### config.mk
export PLATFORM = sky130hd
export DESIGN_NAME = fifo_wr_arbiter
export DESIGN_NICKNAME = d
export VERILOG_FILES = /design/src/rtl/fifo_wr_arbiter.sv
export SDC_FILE = /design/constraint.sdc
export NUM_CORES = 1
export LEC_CHECK = 0
export CORE_ASPECT_RATIO = 1.25
export CORE_UTILIZATION = 40
export CTS_CLUSTER_SIZE = 28
export DETAILED_ROUTE_END_ITERATION = 12
export GPL_ROUTABILITY_DRIVEN = 0
export MAX_ROUTING_LAYER = met4
export PLACE_DENSITY = 0.79
export SLEW_MARGIN = 25
export SYNTH_ARGS = -nofsm -noshare
export SYNTH_HDL_FRONTEND = slang
export SYNTH_SLANG_ARGS = --single-unit
### constraint.sdc
create_clock -name clk -period 2.75 [get_ports clk]
set_input_delay 0.55 -clock clk [delete_from_list [all_inputs] [get_ports clk]]
set_output_delay 0.55 -clock clk [all_outputs]
set_load 0.02 [all_outputs]
### src/rtl/fifo_wr_arbiter.sv
// Round-robin, burst-locked arbiter for the nibble write port of the 4-in/8-out FIFO.
// It also issues read-side pops, which take priority over writes in any cycle.
module fifo_wr_arbiter #(
    parameter int DW      = 4,
    parameter int BURST   = 2,
    parameter int TIMEOUT = 16
) (
    input  logic          clk,
    input  logic          rst,
    input  logic          req0,
    input  logic [DW-1:0] data0,
    output logic          ack0,
    input  logic          req1,
    input  logic [DW-1:0] data1,
    output logic          ack1,
    input  logic          fifo_in_en,
    input  logic          fifo_out_v,
    input  logic          sink_rdy,
    output logic          fifo_in_v,
    output logic [DW-1:0] fifo_data,
    output logic          fifo_out_en,
    output logic [1:0]    grant,
    output logic          err
);

    localparam int BW = $clog2(BURST + 1);
    localparam int IW = $clog2(TIMEOUT + 1);

    typedef enum logic [1:0] {
        IDLE = 2'd0,
        OWN0 = 2'd1,
        OWN1 = 2'd2
    } state_t;

    state_t        state, state_nx;
    logic          last_owner, last_owner_nx;
    logic [BW-1:0] burst_cnt, burst_cnt_nx;
    logic [IW-1:0] idle_cnt, idle_cnt_nx;
    logic          err_nx;
    logic [1:0]    grant_nx;
    logic          pop;
    logic          owner_req;
    logic          owner;

    assign pop         = fifo_out_v & sink_rdy;
    assign fifo_out_en = pop;
    assign owner       = (state == OWN1);
    assign owner_req   = ((state == OWN0) & req0) | ((state == OWN1) & req1);
    assign fifo_in_v   = owner_req & fifo_in_en & ~pop;
    assign ack0        = fifo_in_v & grant[0];
    assign ack1        = fifo_in_v & grant[1];
    assign fifo_data   = owner ? data1 : data0;

    always_ff @(posedge clk or posedge rst) begin
        if (rst) begin
            state      <= IDLE;
            grant      <= 2'b00;
            err        <= 1'b0;
            last_owner <= 1'b1;
            burst_cnt  <= '0;
            idle_cnt   <= '0;
        end else begin
            state      <= state_nx;
            grant      <= grant_nx;
            err        <= err_nx;
            last_owner <= last_owner_nx;
            burst_cnt  <= burst_cnt_nx;
            idle_cnt   <= idle_cnt_nx;
        end
    end

    // Only an owner that is free to write but has nothing to offer ages toward the timeout.
    always_comb begin
        state_nx      = state;
        last_owner_nx = last_owner;
        burst_cnt_nx  = burst_cnt;
        idle_cnt_nx   = idle_cnt;
        err_nx        = 1'b0;
        case (state)
            IDLE: begin
                if (req0 && req1)
                    state_nx = last_owner ? OWN0 : OWN1;
                else if (req0)
                    state_nx = OWN0;
                else if (req1)
                    state_nx = OWN1;
            end
            OWN0, OWN1: begin
                if (fifo_in_v) begin
                    idle_cnt_nx = '0;
                    if (burst_cnt == BW'(BURST - 1)) begin
                        state_nx      = IDLE;
                        last_owner_nx = owner;
                        burst_cnt_nx  = '0;
                    end else begin
                        burst_cnt_nx = burst_cnt + BW'(1);
                    end
                end else if (fifo_in_en && !pop) begin
                    if (idle_cnt == IW'(TIMEOUT - 1)) begin
                        state_nx      = IDLE;
                        last_owner_nx = owner;
                        burst_cnt_nx  = '0;
                        idle_cnt_nx   = '0;
                        err_nx        = 1'b1;
                    end else begin
                        idle_cnt_nx = idle_cnt + IW'(1);
                    end
                end
            end
            default: state_nx = IDLE;
        endcase
        grant_nx = {state_nx == OWN1, state_nx == OWN0};
    end

endmodule

* Yosys cells after proc, flatten, opt, wreduce, memory -nomap -nowiden
Cells that the tools add are included.
Word-level totals: flip-flop bits (word level) 13, input port bits 15, output and inout port bits 11, word-level logic and storage cells 59
Operators by class: add/sub/neg operators 2, equal/unequal tests 7, muxes and demuxes 25, bitwise logic cells 9, reductions and logical operators 10
Operators with widths (number):
- two-way mux 2 bit | 12
- two-way mux 5 bit | 3
- two-way mux 1 bit | 8
- AND 1 bit | 7
- equality test 2 x 1 -> 1 bit, second input constant | 3
- adder 5 x 1 -> 5 bit, second input constant | 1
- equality test 5 x 4 -> 1 bit, second input constant | 1
- equality test 2 bit, second input constant | 2
- two-way mux 4 bit | 1
- case mux 2 bit (2 select lines) | 1
- AND reduction 4 bit | 1
- nonzero test 2 bit | 2
- AND reduction 3 bit | 1
- adder 2 x 1 -> 2 bit, second input constant | 1
- logical AND 1 bit | 2
- logical NOT 2 bit | 1
- != test 2 x 1 -> 1 bit, second input constant | 1
- AND reduction 2 bit | 1
- OR reduction 2 bit | 1
- logical NOT 1 bit | 1
- NOT 1 bit | 1
- bitwise OR 1 bit | 1

* Longest topological paths before layout
Gate-level depths: netlist of run 1.
depth in word-level cells 8, gate-level depth with buffers 9, gate-level depth less buffers 7

* Worst setup path before layout of run 1
No wires, ideal clock.
path kind register to register, start point reg state[0], end point reg grant[1], library setup time 94 ps, arrival 1907 ps, data required time 2656 ps, path slack 749 ps, cell stages (with the launch flop) 9, cells stage by stage dfrtp_1 > inv_1 > ha_1 > buf_6 > a22o_4 > buf_6 > mux2i_1 > a2111o_1 > a221oi_2
On the way: cells in the longest elaborated chain, start to end 8
Ends and longest elaborated chain:
- start, declared | RTL line 35 | state_t state, state_nx;
- start signal, assigned | RTL line 63 | state <= state_nx;
- equality test 2 bit (*)
- named net owner | RTL line 43 | logic owner;
- AND 1 bit | RTL line 48 | assign owner_req = ((state == OWN0) & req0) | ((state == OWN1) & req1);
- bitwise OR 1 bit | RTL line 48
- AND 1 bit (2 in series) | RTL line 49 | assign fifo_in_v = owner_req & fifo_in_en & ~pop;
- two-way mux 2 bit | RTL line 89 | if (fifo_in_v) begin
- case mux 2 bit (2 select lines) (*) | RTL line 79 | case (state)
- equality test 2 bit (*) | RTL line 112 | grant_nx = {state_nx == OWN1, state_nx == OWN0};
- named net grant_nx[1] | RTL line 40 | logic [1:0] grant_nx;
- end signal, assigned | RTL line 64 | grant <= grant_nx;
- end, declared | RTL line 22 | output logic [1:0] grant,
Mark *: on every way through the listed nets, which the timed path passes. The rest lies on a longest branch. A chain may end at the register's enable or synchronous reset.

* Worst setup path after layout of run 1
start point in fifo_in_en, end point out ack0
On the way: cells in the longest elaborated chain, start to end 3
Ends and longest elaborated chain:
- start, declared | RTL line 16 | input logic fifo_in_en,
- AND 1 bit (2 in series) | RTL line 49
- AND 1 bit | RTL line 50 | assign ack0 = fifo_in_v & grant[0];
- end, declared | RTL line 12 | output logic ack0,
Every way passes these cells.

==> impl_metrics.json, run 1 <==
{
  "p_comb_frac": 0.545,
  "dr.pass1.iters": 4,
  "r2r_cells": 6,
  "worstPathMaxFanout": 6,
  "die_h_um": 53.64,
  "whs_endpoint": "burst_cnt[1]",
  "worstPathCellList": "clkdlybuf4s50_1 -> a21boi_2 -> and3_2 -> clkdlybuf4s50_1",
  "dp_hpwl_um": 1492,
  "worst_pin_slew_ps": 510.4,
  "p_int_uw": 557.0,
  "ys_types": 34,
  "cts.sinks": 13,
  "htreeDepth": 1,
  "clkPwrFrac": 0.127,
  "grt-ovfl-total": 0,
  "syn_avg_cell_area_um2": 10.53,
  "ys_top_cells_by_count": "dfrtp_1, inv_1, mux2_2, ha_1, nand2_1",
  "dieArea_um2": 2323,
  "fmax_ghz": 0.3727,
  "yosysTopAreaCell": "dfrtp_1",
  "synth_edf_count": 0,
  "pwr-share-seq": 0.328,
  "drive_above_1_share": 0.2072,
  "grt_pass1_wl_um": 3111,
  "r2r-end": "last_owner",
  "powerDensity_nw_per_um2": 829.9,
  "vdd_drop_max_mv": 0.4604,
  "dr_total_vias": 731,
  "rsz0062_at_grt": "no",
  "post-route-util": 0.5859,
  "critPathKind": "in -> out",
  "cts_buffers": 3,
  "crit_path_end_kind": "output pin",
  "rrSetupSlack_ps": 750,
  "dieWidth_um": 43.31,
  "hold_violations": 0,
  "detail_route.vias_per_cell": 5.580,
  "ys_seq_elements": 13,
  "cp_common_cell": "clkdlybuf4s50_1",
  "setup_violations": 0,
  "swShare": 0.4219,
  "netlist_area_um2": 853.3,
  "place_ws_ps": 34.78,
  "r2r_start": "state[1]",
  "final_cell_area_um2": 1161,
  "finalPower_uw": 963.6,
  "start_util": 0.4306,
  "worstPathArrival_ps": 2130,
  "synth.area.top_cells": "dfrtp_1, mux2_2, ha_1, inv_1, dfstp_2",
  "p_leak_nw": 0.5663,
  "cts_tree": "yes",
  "antenna_found_initial": 0,
  "period_share": 0.9757,
  "drc_errors": 0,
  "slew_headroom": 0.6593,
  "layout.nets": 132,
  "cp-start-kind": "input pin",
  "status": "completed",
  "area_growth_pct": 36.07,
  "grt_usage": 0.1925,
  "synth_top_area_frac": 0.3519,
  "tns_ps": 0,
  "cpPeakStageDelay_ps": 590,
  "synth_warnings": 0,
  "ys_async_sr_fraction": 1.000,
  "cpLargestDelayFamily": "buffers and inverters",
  "cp_data_required_time_ps": 2200,
  "cp_slowest_cell": "clkdlybuf4s50_1",
  "clk_pin_slew_ps": 80,
  "holdPathStages": 1,
  "port_buffers": 25,
  "hp-start": "burst_cnt[1]",
  "dp_cells": 127,
  "maxCapViolCount": 0,
  "seq_area_um2": 327.8,
  "cp.buffers_inverters": 2,
  "min_path_type": "reg -> reg",
  "rows": 18,
  "skew_ps": 6.324,
  "root_buffer": "clkbuf_4",
  "core_um2": 1982,
  "grt_max_degree": 14,
  "period_needed_ps": 2683,
  "fin_hold_ws_ps": 485.7,
  "routed_wl_um": 1922,
  "slew_violations": 0,
  "drt_iter0_drc": 18,
  "ys.flop_type": "dfrtp_1",
  "switchingPower_uw": 406.6,
  "final_antenna_net_count": 0,
  "grt_pass1_vias": 777,
  "cts_max_path_buffers": 2,
  "placed_cell_area_um2": 1129,
  "fill_cells": 174,
  "synth.most_common_cell": "dfrtp_1",
  "synth_cells": 81,
  "multiInputGateArea_um2": 476.7,
  "fin_cells": 131,
  "io-pin-count": 26,
  "setup_ws_ps": 66.89,
  "clock_latency_ps": 290,
  "wl_per_cell_um": 14.67,
  "n_antenna_cell": 0,
  "ys_seq_area_frac": 0.3827,
  "hold_buffers": 0,
  "syn-num-nets": 101
}
## per-layer routing
metal	track usage	vias to the layer above	wire [um]
li1	-	353	-
met1	0.1736	338	761
met2	0.3682	33	993
met3	0.02013	7	100
met4	0.1414	0	66
met5	-	-	0
## kinds of logic after synthesis
logic type / count (synthesis) / synth area share
flip-flops: 13 / 0.3827
buffers and inverters: 10 / 0.06158
XOR/XNOR: 1 / 0.01027
adder cells (fa/ha/maj): 5 / 0.07331
AO/OA/AOI/OAI: 20 / 0.1906
AND/OR/NAND/NOR: 24 / 0.1774
multiplexers: 8 / 0.1041
## timing repair
item	CTS	global route
resized for setup	1	2
setup buffers	0	0
endpoints found under the setup margin	3	3
## flip-flops by register name (all words and copies together) (netlist names)
signal	count
last_owner	1
state	2
err	1
idle_cnt	5
burst_cnt	2
grant	2
## worst max-delay path by stage
stage	start	to	slack [ps]	depth (start not counted)
finish	fifo_in_en	ack0	70	4
global route	fifo_in_en	ack1	9	4
CTS	fifo_in_en	fifo_in_v	20	5
detailed placement	fifo_in_en	fifo_in_v	30	5
global placement	fifo_in_en	fifo_in_v	90	5
floorplan	state[0]	grant[1]	750	8
## power groups by stage
stage / logic [mW] / clock network, mW / registers, mW
final: 0.525 / 0.123 / 0.316
after global routing: 0.572 / 0.135 / 0.324
after CTS: 0.523 / 0.122 / 0.315
after detailed placement: 0.515 / 0 / 0.319
after global placement: 0.501 / 0 / 0.313
after floorplan: 0.375 / 0 / 0.315
## cell usage in the layout, fill, tap and decap left out, drive strengths merged, types with 2 or more instances in the layout
cell type	instances
a221oi	2
mux2	7
clkbuf	4
o21ai	4
o21a	2
a21boi	2
clkdlybuf4s50	24
ha	5
a2111o	2
buf	3
and2	2
nand2	5
nand4	2
inv	8
dfrtp	12
a21oi	3
nand3	2
and3	3
nor2	3
nand2b	2
## area by class of cell
class | instances | area share
Timing Repair Buffer | 28 | 0.2371
Clock buffer | 4 | 0.02263
Multi-Input combinational cell | 58 | 0.4106
Inverter | 8 | 0.02586
Sequential cell | 13 | 0.2823
Tap cell | 20 | 0.02155
Power figures use the tool's default switching activity.
==> run 2: changes to the inputs <==
--- a/config.mk
+++ b/config.mk
@@ -6,10 +6,12 @@
 export NUM_CORES = 1
 export LEC_CHECK = 0
 export CORE_ASPECT_RATIO = 1.25
+export CORE_MARGIN = 2
 export CORE_UTILIZATION = 40
 export CTS_CLUSTER_SIZE = 28
 export DETAILED_ROUTE_END_ITERATION = 12
 export GPL_ROUTABILITY_DRIVEN = 0
+export HOLD_SLACK_MARGIN = 0.02
 export MAX_ROUTING_LAYER = met4
 export PLACE_DENSITY = 0.79
 export SLEW_MARGIN = 25
==> impl_metrics.json, run 2 (synthesis gave the netlist of run 1 again) <==
{
  "cp-start-kind": "flop",
  "largest_register_ffs": 5,
  "critPathKind": "reg -> out",
  "dp_hpwl_um": 1425,
  "grt-ovfl-total": 0,
  "post_cts_buffers": 0,
  "dr_total_vias": 754,
  "grt_pass1_wl_um": 3118,
  "final_common_cell": "clkdlybuf4s50_1",
  "maxCapViolCount": 0,
  "worst_pin_slew_ps": 489.2,
  "cts_max_path_buffers": 2,
  "dieWidth_um": 45.31,
  "r2r_cells": 6,
  "detail_route.vias_per_cell": 5.756,
  "start_util": 0.4257,
  "worstPathMaxFanout": 8,
  "cts_tree": "yes",
  "drt_iter0_drc": 12,
  "die_h_um": 55.64,
  "fmax_ghz": 0.3760,
  "grt_usage": 0.1687,
  "slew_violations": 0,
  "worstPathArrival_ps": 2110,
  "drive_above_1_share": 0.2072,
  "port_buffers": 25,
  "antenna_found_initial": 0,
  "fin_hold_ws_ps": 499.2,
  "layout.nets": 132,
  "min_path_type": "reg -> reg",
  "powerDensity_nw_per_um2": 825.6,
  "rsz0062_at_grt": "no",
  "status": "completed",
  "crit_path_end_kind": "output pin",
  "p_leak_nw": 0.5533,
  "largest-register": "idle_cnt",
  "clk_pin_slew_ps": 80,
  "cts.sinks": 13,
  "cts_buffers": 3,
  "clock_latency_ps": 280,
  "grt_pass1_vias": 710,
  "core_um2": 2004,
  "holdPathStages": 1,
  "tns_ps": 0,
  "drc_errors": 0,
  "n_antenna_cell": 0,
  "hold_violations": 0,
  "dr.pass1.iters": 5,
  "setup_violations": 0,
  "htreeDepth": 1,
  "area_growth_pct": 36.66,
  "cp_data_required_time_ps": 2200,
  "io-pin-count": 26,
  "period_share": 0.9670,
  "final_cell_mix": "clkdlybuf4s50_1, dfrtp_1, inv_1",
  "grt_max_degree": 14,
  "hold_buffers": 0,
  "wl_per_cell_um": 14.01,
  "dieArea_um2": 2521,
  "slew_headroom": 0.6735,
  "period_needed_ps": 2659,
  "rows": 18,
  "skew_ps": 1.617,
  "vdd_drop_max_mv": 0.5299,
  "root_buffer": "clkbuf_4",
  "final_antenna_net_count": 0,
  "routed_wl_um": 1835
}
==> run 2: cell types whose count changed in the layout (fill, tap and decap cells not counted) <==
| cell | change |
|---|---|
| clkdlybuf4s50_1 | +1 |
| a21boi_2 | -1 |
| a21boi_4 | +1 |
| dlymetal6s2s_1 | -1 |
==> run 2: layer usage <==
layer / GRT usage / share of wire
met1: 0.2136 / 0.41
met2: 0.2551 / 0.51
met3: 0.04221 / 0.062
met4: 0.06303 / 0.021
met5: - / 0
==> run 2: area by class of cell <==
type,instances,area (um^2)
Fill cell,174,838.3
Sequential cell,13,327.8
Tap cell,20,25.02
Inverter,8,30.03
Clock buffer,4,26.28
Multi-Input combinational cell,58,484.2
Timing Repair Buffer,28,272.8
==> run 2: timing repair <==
item                       4_1_cts  5_1_grt
setup endpoints to repair        3        3
hold endpoints to repair         0        0
gates resized for setup          1        2
==> run 2: final timing paths <==
kind	startpoint	to	slack (ps)
max in group asynchronous	rst	state[0]	1810
hold / removal	burst_cnt[1]	burst_cnt[1]	500
min in group asynchronous	rst	idle_cnt[4]	580
setup / recovery	state[0]	ack1	90
hold reg to reg	burst_cnt[1]	burst_cnt[1]	500
setup reg to reg	state[0]	last_owner	750
==> run 2: worst max-delay path: stages (launching register included) <==
cell and delay [ps]:
dfrtp_2 460, inv_1 100, ha_2 280, a22o_4 220, and3_2 180, clkdlybuf4s50_1 590
==> run 2: where the power goes <==
| group | internal, mW | leakage [nW] | total [mW] | switching (mW) |
|---|---|---|---|---|
| Combinational | 0.248 | 0.370 | 0.526 | 0.278 |
| Clock | 0.0563 | 0.0150 | 0.121 | 0.0647 |
| Sequential | 0.254 | 0.168 | 0.315 | 0.0609 |
| Total | 0.559 | 0.553 | 0.963 | 0.404 |
==> run 2: stage by stage <==
stage                     cells  total power [mW]    util  setup WS, ps  area [um^2]
after CTS                   131            0.9568  0.5768         13.65         1156
final                       131            0.9627  0.5818         90.72         1166
after detailed placement    127            0.8315  0.5630         59.50         1129
after global routing        131             1.032  0.5818         4.471         1166
after floorplan              81            0.6897       -         749.3        853.3
after global placement      127            0.8168  0.5630         85.13         1129
==> RTL change 1 (flow settings as in run 2) <==
Compare `idle_cnt` against `IW'(TIMEOUT - 1)` with >= in place of ==.
--- a/src/rtl/fifo_wr_arbiter.sv
+++ b/src/rtl/fifo_wr_arbiter.sv
@@ -96,7 +96,7 @@
                         burst_cnt_nx = burst_cnt + BW'(1);
                     end
                 end else if (fifo_in_en && !pop) begin
-                    if (idle_cnt == IW'(TIMEOUT - 1)) begin
+                    if (idle_cnt >= IW'(TIMEOUT - 1)) begin
                         state_nx      = IDLE;
                         last_owner_nx = owner;
                         burst_cnt_nx  = '0;
Function: no difference found for any inputs over 10 cycles, from zero or initial values and one cycle with rst high; that may be too few to reach the edited logic, so the function may still have changed.
==> RTL change 1 against run 2 <==
- routed wire length shrank 4.4%
- register-to-register slack worse by 0.16 ns
- synthesized cell count up 2.5%
- synthesized area rose by 0.44%
- worst setup slack gained 0.039 ns
- critical path depth decreased by 1
- highest routed layer unchanged
- total power up 6.9%
- sequential cell count is the same
- worst hold slack worse by 0.0076 ns
- final area grew 0.54%
==> RTL change 1: results (changes against run 2) <==
status = finished clean
post-CTS setup buffers = 0 (unchanged)
Skew-Pair Late Insertion Delay = 0.27 ns
Most flops, register = idle_cnt
WL per Instance = 13.20 um (-5.8%)
Synthesized Nets = 104 (+3.0%)
maximum clock path buffer count = 2 (unchanged)
Max FO, Critical Path = 6 (-2)
max reg flops = 5 (unchanged)
TritonRoute pass-1 iters = 4 (-1)
vias in the first global route = 657 (-7.5%)
CTS buffer count = 3 (unchanged)
synthesis warning total = 0 (unchanged)
Netlist cell types = 37 (+8.8%)
grt ovf = 0 (unchanged)
first-pass GRT wire length = 2787 um (-11%)
sw frac = 0.4102 (-0.009052)
H-tree depth = 1 (unchanged)
antenna violations before repair = 0 (unchanged)
ys async rst share = 1.000 (unchanged)
most common library cells after synthesis = dfrtp_1, nand2_1, ha_1, nor2_1, inv_1
Slew HR = 0.6688 (-0.004745)
Final nets = 135 (+2.3%)
CP max stage cell = clkdlybuf4s50_1
CTS root buf = clkbuf_4
Global Route Usage Sum = 0.1548 (-0.01395)
Area contributors post-synth = dfrtp_1, ha_1, mux2_2
post-DP HPWL = 1421 um (-0.29%)
Max rail drop VDD = 549.7 uV (+3.7%)
clock skew = 0.008585 ns (+0.006968 ns)
via/cell ratio = 5.271 (-8.4%)
fillers = 191 (+9.8%)
share of layout cells above drive strength 1 = 0.1681 (-0.03907)
Hold Path Class = reg2reg
sequential share of the synthesized area = 0.3810 (-0.001676)
Port Buffers = 25 (unchanged)
DR iter-0 viols = 5 (-7)
leak pwr = 0.5428 nW (-1.9%)
WP data arrival = 2.07 ns (-0.04 ns)
Worst-path clk slew = 0.07 ns
antenna fix cells = 0 (unchanged)
CP max stage delay = 0.60 ns
pin count of the biggest net entering global routing = 14 (unchanged)
RTL change 1: cell types whose count changed in the layout (fill, tap and decap cells not counted), sizes merged, moves of 2 or more:
cell    delta
a2111o     -2
a211oi     +2
a21oi      -2
a221oi     -2
inv        -3
nand2      +3
nor2       +3
nor2b      +2
nor3       +3
nor4b      +2
o21ai      -2
RTL change 1: routing by layer:
layer	routed length (um)	GRT usage	share of wire
met5	0	-	0
met4	27	0.07563	0.015
met3	112	0.04221	0.064
met2	894	0.2394	0.51
met1	720	0.1783	0.41
RTL change 1: cells by family (layout without fill, tap and decap cells):
family / after synthesis / count (layout) / share of synthesized area
mux: 6 / 6 / 0.07883
xor+xnor: 1 / 1 / 0.01022
fa+ha+maj: 6 / 6 / 0.08759
compound gates: 15 / 15 / 0.1533
flops: 13 / 13 / 0.3810
buf+inv: 6 / 36 / 0.03504
simple gates: 36 / 36 / 0.2540
RTL change 1: metrics by stage:
stage,util,std cells,setup WS (ns),hold WS [ns],instance area [sq um]
3_5_place_dp,0.5668,129,0.05267,0.4782,1136
6_report,0.5849,133,0.1293,0.4916,1172
3_3_place_gp,0.5668,129,0.07199,0.4723,1136
2_1_floorplan,-,83,0.7709,0.4262,857.1
5_1_grt,0.5849,133,0.03658,0.5419,1172
4_1_cts,0.5799,133,0.003857,0.4955,1162
RTL change 1: critical path: cells and delay by family:
kind            cells  cell delay (ns)
buf+inv             2             1.17
compound gates      1             0.19
simple gates        1             0.16
RTL change 1: power by group through the flow:
stage	Sequential [mW]	Combinational [mW]	Clock [mW]
finish	0.322	0.593	0.115
global route	0.334	0.652	0.126
CTS	0.322	0.595	0.119
detailed placement	0.326	0.591	0
global placement	0.320	0.578	0
floorplan	0.325	0.427	0
RTL change 1: path summary, 6_finish.rpt:
kind / from / to / slack (ns) / depth (start not counted)
setup reg to reg: idle_cnt[0] / grant[1] / 0.59 / 7
hold reg to reg: burst_cnt[1] / burst_cnt[1] / 0.49 / 1
min in group asynchronous: rst / idle_cnt[2] / 0.59 / 2
hold / removal: burst_cnt[1] / burst_cnt[1] / 0.49 / 1
setup / recovery: req0 / ack0 / 0.13 / 4
max in group asynchronous: rst / last_owner / 1.80 / 2
RTL change 1: area by class of cell:
type,count,area share
timing repair buffer,27,0.2263
clock buffer,4,0.02241
sequential,13,0.2785
tap,20,0.02134
multi-input combinational,64,0.4354
inverter,5,0.01601
RTL change 1: what timing repair did:
action	4_1_cts	5_1_grt
hold buffers	0	0
gates resized for setup	0	2
endpoints found under the setup margin	0	3
==> RTL change 2 (flow settings as in run 2) <==
Made on the original files. `DW`: 4 -> 6.
--- a/src/rtl/fifo_wr_arbiter.sv
+++ b/src/rtl/fifo_wr_arbiter.sv
@@ -1,7 +1,7 @@
 // Round-robin, burst-locked arbiter for the nibble write port of the 4-in/8-out FIFO.
 // It also issues read-side pops, which take priority over writes in any cycle.
 module fifo_wr_arbiter #(
-    parameter int DW      = 4,
+    parameter int DW      = 6,
     parameter int BURST   = 2,
     parameter int TIMEOUT = 16
 ) (
Interface: changed (resized data0, data1 and fifo_data); port bits go from 26 to 32. The function was not compared with the original's and may differ.
==> RTL change 2 against run 2 <==
- final area up 6.5%
- clock skew up 0.0031 ns
- sequential cell count unchanged
- total power up 7.4%
- routed wire length up 13%
- core utilization up 3.8 points
- register-to-register slack worse by 0.03 ns
- synthesized area down 0.29%
- worst setup slack worse by 0.0079 ns
==> RTL change 2: results (changes against run 2) <==
synthesized cell area = 850.8 sq um (-0.29%)
Area after DPL = 1205 sq um (+6.8%)
share of layout cells above drive strength 1 = 0.1949 (-0.01229)
Power Dens Cells = 832.5 nW/um^2 (+0.84%)
fillers = 175 (+0.57%)
met1 usage = 0.2245 (+0.01098)
WHS Path Cells = 1 (unchanged)
met2 Use GR = 0.3408 (+0.08571)
status = finished clean
Hold Slack = 0.5037 ns (+0.004471 ns)
leak pwr = 0.5631 nW (+1.8%)
via count = 775 (+2.8%)
Non-CTS buffers = 35 (+25%)
TritonRoute pass-1 iters = 4 (-1)
storage element area = 326.6 sq um (-0.38%)
Hold Crit Endpoint = idle_cnt[4]
pre-CTS setup slack = 0.08313 ns (+0.02363 ns)
HP Start = idle_cnt[4]
#MultiIn Comb = 59 (+1.7%)
clock skew = 0.004754 ns (+0.003137 ns)
WL met2 = 1080 um (+16%)
Syn Inst Count = 80 (-1.2%)
Area growth, synth to finish = 46.03%
Max FO, Critical Path = 9 (+1)
Non-clock buffering overhead = 0.2739 (+0.04001)
area of the multi-input gates = 496.7 sq um (+2.6%)
dpl cells = 134 (+5.5%)
total wire length = 2082 um (+13%)
worst-margin pin slew = 0.5222 ns (+0.03300 ns)
P_seq = 0.301 mW (-4%)
fmax = 374.9 MHz (-0.30%)
invs w/o clock = 7 (-1)
first-pass GRT wire length = 3726 um (+19%)
sw frac = 0.4243 (+0.005052)
DR iter-0 viols = 13 (+1)
CP max stage delay = 0.62 ns (+0.03 ns)
Final nets = 143 (+8.3%)
vias in the first global route = 842 (+19%)
Max rail drop VDD = 572.2 uV (+8.0%)
synthesis warning total = 0 (unchanged)
sequential share of the synthesized area = 0.3838 (+0.001126)
worst reg-to-reg setup slack = 0.72 ns (-0.03 ns)
WL per Instance = 15.09 um (+7.7%)
Global Route Usage Sum = 0.2033 (+0.03455)
M1 wire length = 777 um (+3.5%)
Detail Route met3 WL = 184 um (+61%)
Area contributors post-synth = dfrtp_1, mux2_2, ha_1
reg2reg path depth = 7 (+1)
post-DP HPWL = 1597 um (+12%)
most common library cells after synthesis = dfrtp_1, inv_1, mux2_2
Synthesized Nets = 104 (+3.0%)
met3 usage = 0.03595 (-0.006260)
-- RTL change 2: cell types whose count changed after synthesis, moves of 2 or more --
cell | before | now
and3_1 | 1 | 3
and3_2 | 2 | 0
o21ai_0 | 4 | 2
xor2_1 | 0 | 2
-- RTL change 2: how the worst max path moves through the flow --
stage,startpoint,end,depth (start not counted)
after floorplan,state[0],last_owner,7
after global placement,fifo_in_en,fifo_in_v,4
after detailed placement,fifo_in_en,fifo_in_v,4
after CTS,fifo_in_en,fifo_in_v,4
after global routing,state[0],fifo_in_v,5
final,state[0],fifo_in_v,5
-- RTL change 2: cell families after synthesis --
| group | after synthesis | synth area share |
|---|---|---|
| buffers and inverters | 8 | 0.04412 |
| muxes | 10 | 0.1294 |
| AOI/OAI and AO/OA | 19 | 0.1941 |
| xor gates and xnor gates | 2 | 0.02059 |
| and+or+nand+nor | 23 | 0.1544 |
| DFF | 13 | 0.3838 |
| adders and majority gates | 5 | 0.07353 |
